[config.mk]
export PLATFORM = sky130hd
export DESIGN_NAME = led_sequencer
export DESIGN_NICKNAME = d
export VERILOG_FILES = /design/src/rtl/led_sequencer.sv
export SDC_FILE = /design/constraint.sdc
export NUM_CORES = 1
export LEC_CHECK = 0
export ABC_AREA = 0
export BUFFER_PORTS_ARGS = -buffer_cell sky130_fd_sc_hd__buf_2
export CORE_ASPECT_RATIO = 0.7
export CORE_MARGIN = 4
export CORE_UTILIZATION = 52
export CTS_BUF_LIST = sky130_fd_sc_hd__clkbuf_8
export CTS_CLUSTER_SIZE = 20
export DETAILED_ROUTE_END_ITERATION = 6
export GPL_ROUTABILITY_DRIVEN = 0
export HOLD_SLACK_MARGIN = 0.06
export PLACE_DENSITY_LB_ADDON = 0.15
export SETUP_SLACK_MARGIN = 0.1
export SYNTH_ARGS = -nofsm -noshare
export SYNTH_HDL_FRONTEND = slang
export SYNTH_SLANG_ARGS = --single-unit
[constraint.sdc]
create_clock -name clk -period 4.3 [get_ports clk]
set_input_delay 0.43 -clock clk [delete_from_list [all_inputs] [get_ports clk]]
set_output_delay 0.43 -clock clk [all_outputs]
set_load 0.05 [all_outputs]
[src/rtl/led_sequencer.sv]
// led_sequencer: NUM_LEDS-wide pattern sequencer (walk-up, walk-down, bounce,
// all-flash) stepped by a single free-running prescaler.
// Optional feature macro: LED_SEQ_LAP_COUNT_EN builds the lap detector,
// lap_done pulse and lap_count; without it both outputs are tied to zero.
module led_sequencer #(
  parameter int NUM_LEDS    = 3,
  parameter int TICK_CYCLES = 100000000,
  parameter int CNT_W       = 8
) (
  input  logic                clk,
  input  logic                reest,
  input  logic                enable,
  input  logic [1:0]          mode,
  output logic [NUM_LEDS-1:0] leds,
  output logic                step_pulse,
  output logic                lap_done,
  output logic [CNT_W-1:0]    lap_count
);

  localparam int PW   = (TICK_CYCLES > 1) ? $clog2(TICK_CYCLES) : 1;
  localparam int POSW = $clog2(NUM_LEDS);
  localparam logic [PW-1:0]       PRESC_MAX = PW'(TICK_CYCLES - 1);
  localparam logic [POSW-1:0]     POS_LAST  = POSW'(NUM_LEDS - 1);
  localparam logic [POSW-1:0]     POS_ONE   = POSW'(1);
  localparam logic [NUM_LEDS-1:0] LED_ONE   = NUM_LEDS'(1);

  typedef enum logic [1:0] {
    M_UP     = 2'b00,
    M_DOWN   = 2'b01,
    M_BOUNCE = 2'b10,
    M_FLASH  = 2'b11
  } mode_e;

  logic [PW-1:0]       presc;
  logic [POSW-1:0]     pos, pos_n;
  logic                dir_down, dir_n;
  logic                flash_on, flash_n;
  logic                started;
  mode_e               mode_q, mode_n;
  logic [NUM_LEDS-1:0] leds_n;
  logic                tick;
  logic                restart;

  assign tick    = enable && (presc == PRESC_MAX);
  // A tick either (re)loads the first state of the sampled pattern or advances it.
  assign restart = !started || (mode != mode_q);

  // Pattern next-state and next LED image, applied only on a tick.
  always_comb begin
    pos_n   = pos;
    dir_n   = dir_down;
    flash_n = flash_on;
    mode_n  = mode_q;
    if (restart) begin
      mode_n  = mode_e'(mode);
      flash_n = 1'b1;
      dir_n   = 1'b0;
      pos_n   = (mode_e'(mode) == M_DOWN) ? POS_LAST : '0;
    end else begin
      case (mode_q)
        M_UP:     pos_n = (pos == POS_LAST) ? '0 : pos + 1'b1;
        M_DOWN:   pos_n = (pos == '0) ? POS_LAST : pos - 1'b1;
        M_BOUNCE: begin
          // Direction flips on arrival at an end, so N=2 bounces 0,1,0,1.
          if (!dir_down) begin
            pos_n = pos + 1'b1;
            if (pos_n == POS_LAST) dir_n = 1'b1;
          end else begin
            pos_n = pos - 1'b1;
            if (pos_n == '0) dir_n = 1'b0;
          end
        end
        default:  flash_n = !flash_on;
      endcase
    end
    leds_n = (mode_n == M_FLASH) ? {NUM_LEDS{flash_n}} : (LED_ONE << pos_n);
  end

  // Prescaler, pattern state and registered outputs.
  always_ff @(posedge clk) begin
    if (!reest) begin
      presc      <= '0;
      pos        <= '0;
      dir_down   <= 1'b0;
      flash_on   <= 1'b0;
      mode_q     <= M_UP;
      started    <= 1'b0;
      leds       <= '0;
      step_pulse <= 1'b0;
    end else begin
      step_pulse <= tick;
      if (enable) presc <= tick ? '0 : presc + 1'b1;
      if (tick) begin
        pos      <= pos_n;
        dir_down <= dir_n;
        flash_on <= flash_n;
        mode_q   <= mode_n;
        started  <= 1'b1;
        leds     <= leds_n;
      end
    end
  end

`ifdef LED_SEQ_LAP_COUNT_EN
  logic             lap_hit;
  logic [CNT_W-1:0] lap_cnt_q;
  logic             lap_done_q;

  // The step about to be taken completes a lap; never on a (re)load step.
  always_comb begin
    lap_hit = 1'b0;
    if (!restart) begin
      case (mode_q)
        M_UP:     lap_hit = (pos == POS_LAST);
        M_DOWN:   lap_hit = (pos == '0);
        M_BOUNCE: lap_hit = dir_down && (pos == POS_ONE);
        default:  lap_hit = flash_on;
      endcase
    end
  end

  // Lap counter wraps naturally at 2^CNT_W; pulse aligns with step_pulse.
  always_ff @(posedge clk) begin
    if (!reest) begin
      lap_cnt_q  <= '0;
      lap_done_q <= 1'b0;
    end else begin
      lap_done_q <= tick && lap_hit;
      if (tick && lap_hit) lap_cnt_q <= lap_cnt_q + 1'b1;
    end
  end

  assign lap_count = lap_cnt_q;
  assign lap_done  = lap_done_q;
`else
  assign lap_count = '0;
  assign lap_done  = 1'b0;
`endif

endmodule
==> flow_summary.toml <==
[run_status]
status = "completed"

[global_route]
grt_max_degree = 24
grt_antenna_before_repair = 0
grt_pass1_wl_um = 6870
grt_pass1_vias = 1424
grt_overflow = 0
grtUsageTotal = 0.172

[clock_tree]
clockBufferDepth = 2
post_cts_buffers = 0
cts_tree = "done"
clk_pin_slew_worst_paths_ps = 70
numCtsBuffers = 5
clock_latency_ps = 290
ctsRootBufferMaster = "clkbuf_8"
cts_sinks = 38
ctsHoldBuffers = 0
htree_levels = 2
cts_resized = 0

[logic_synthesis]
ys_warn_count = 0
async_flop_share = 0
syn_area_um2 = 2050
synth_top_area_frac = 0.372
synth_seq_area_share = 0.372
netlist_instances = 242
syn_avg_cell_area_um2 = 8.46
yosys.area.top_type = "dfxtp_1"
yosys-top-cells-area = "dfxtp_1 (37%), xor2_1 (8.1%), nor2_1 (6.1%)"
ys_ff_latch = 38
synth-edff-count = 0
ys.flop_type = "dfxtp_1"
yosysUniqueCellTypes = 41

[layout]
drive_gt1_frac = 0.106
nFillCells = 337
final_cells = 296
area_growth_pct = 6.17
final_area_um2 = 2170
final_nets = 256
finish.utilization = 0.596
num_antenna_cells = 0

[timing]
tightest_slew_ps = 826
slew_headroom = 0.445
max_freq_mhz = 450
finalSetupViolCount = 0
tns_ps = 0
finalCriticalPeriod_ps = 2220
rsz0062_at_grt = "no"
final_hold_viol_count = 0
finalClockSkew_ps = 7.10
min_period_over_period = 0.517
finalMaxSlewViolations = 0

[power]
p_seq_frac = 0.506
clkPwrFrac = 0.439
power.leakage_nw = 0.809
switching_share = 0.220
p_total_uw = 700
power_frac_comb = 0.055
power_switching_uw = 154
power.density_nw_per_um2 = 322
peakVddDrop_mv = 0.240
internal_power_uw = 546

[place]
placed_cells = 289
io_buffers = 8
postPlaceCellArea_um2 = 2060
dpl.hpwl_um = 2940

[critical_path]
rrSetupSlack_ps = 2080
critPathMostFrequentCell = "and3_1"
required_ps = 4460
worst_ep_arrival_time_ps = 2380
r2r_start = "presc[0]"
rr_worst_depth = 6
setup.worst_path.class = "register to register"
worstSetupEndpointType = "register"
crit_slowest_cell = "nand2_2"
crit_fanout = 23
worst-path-buf-inv = 0
start_kind = "register"
crit_family = "simple AND/OR/NAND/NOR gates"
max_stage_delay_ps = 440
crit_path_cell_trace = "ha_1 > and3_1 > and3_1 > nand4_1 > nand2_2 > nor2_1"
timing.rr.end = "presc[9]"

[worst_hold_path]
hp-start = "reest"
whs_path_depth = 3
hp-class = "input pin to register"
worstHoldEndpoint = "leds[1]"

[route]
drc = 0
vias = 1650
dr.pass1.iters = 4
postRouteWirelength_um = 4030
postRouteAntennaNets = 0
drt_iter0_drc = 155
via_per_inst = 5.57
avgRoutedWirePerCell_um = 13.6

[floorplan]
dieArea_um2 = 5020
start_util = 0.561
die_w_um = 83.0
die_h_um = 60.5
core_area_um2 = 3650
core.rowCount = 18
io-pin-count = 18

[run]
maxCapViolations = 0
[cells in the final DEF (no fill, tap or decap), types with 2 or more instances in the layout]
master     n
nand4_2    2
nor2_1    33
o211ai_1   2
and3_1     7
buf_2      8
nor3_1     3
and4_1     5
nor4_4     2
nor2b_1    5
conb_1     9
xnor2_1    9
nand2b_1   3
ha_1       5
nand2_1   18
xor2_1    19
clkbuf_8   6
nand3_1   15
inv_1      5
dfxtp_1   38
a21oi_1   12
a31oi_1    2
nand4_1   13
o21ai_0    8
[synthesized netlist by cell type (2+ instances only)]
master,instances
nor4_4,2
o21ai_0,8
xor2_1,19
a21oi_1,12
nor3_1,3
and4_1,5
nand2_1,18
nor2b_1,5
nand3_1,15
o211ai_1,2
nor2_1,33
buf_4,12
a31oi_1,2
nand4_2,2
ha_1,5
nand4_1,13
dfxtp_1,38
clkbuf_1,5
xnor2_1,9
and3_1,7
nand2b_1,3
inv_1,5
[kinds of logic (layout without fill, tap and decap cells)]
family	count (synthesis)	after routing	share of synthesized area
xor gates and xnor gates	28	28	0.120
AOI/OAI and AO/OA	31	31	0.0923
adders and majority gates	5	5	0.0306
DFF	38	38	0.372
buffers and inverters	24	20	0.0672
other	1	9	0.00183
and+or+nand+nor	115	115	0.317
[power by group through the flow]
| stage | Clock [mW] | Sequential, mW | Combinational [mW] |
|---|---|---|---|
| 6_report | 0.307 | 0.354 | 0.0387 |
| 5_1_grt | 0.327 | 0.355 | 0.0422 |
| 4_1_cts | 0.313 | 0.354 | 0.0383 |
| 3_5_place_dp | 0 | 0.363 | 0.0381 |
| 3_3_place_gp | 0 | 0.363 | 0.0382 |
| 2_1_floorplan | 0 | 0.362 | 0.0382 |
[tightest hold or removal path: cells and delay by family]
kind / cells / cell delay [ps]
AOI/OAI and AO/OA: 2 / 110
buffers and inverters: 1 / 140
[per-layer routing]
layer  wire length (um)  GRT usage
met1               2280      0.280
met2               1440      0.217
met3                274     0.0434
met4                 27     0.0420
met5                  0          0
[through the flow]
step,hold slack [ps],setup WS (ps)
2_1_floorplan,449,2530
3_3_place_gp,467,2110
3_5_place_dp,472,2040
4_1_cts,436,2060
5_1_grt,466,1850
6_report,442,2080
[final cells by class]
class / instances / area, um2 / share of cell area
Timing Repair Buffer: 8 / 40.0 / 0.0184
Tap cell: 50 / 62.6 / 0.0288
Clock buffer: 6 / 82.6 / 0.0380
Inverter: 5 / 18.8 / 0.00864
Sequential cell: 38 / 761 / 0.350
Clock inverter: 1 / 30.0 / 0.0138
Multi-Input combinational cell: 188 / 1180 / 0.542
[sequential cells by signal (all words and copies together), names as in the netlist]
name	cells
started	1
pos	2
leds	3
mode_q	2
step_pulse	1
flash_on	1
presc	27
dir_down	1
[worst max-delay path by stage]
stage | start | end | slack (ps) | cells after the start
2_1_floorplan | presc[0] | dir_down | 2530 | 9
3_3_place_gp | enable | presc[3] | 2110 | 6
3_5_place_dp | enable | presc[3] | 2040 | 6
4_1_cts | presc[0] | presc[13] | 2060 | 6
5_1_grt | presc[0] | presc[11] | 1850 | 6
6_report | presc[0] | presc[9] | 2080 | 6
(Power assumes the default switching activity.)
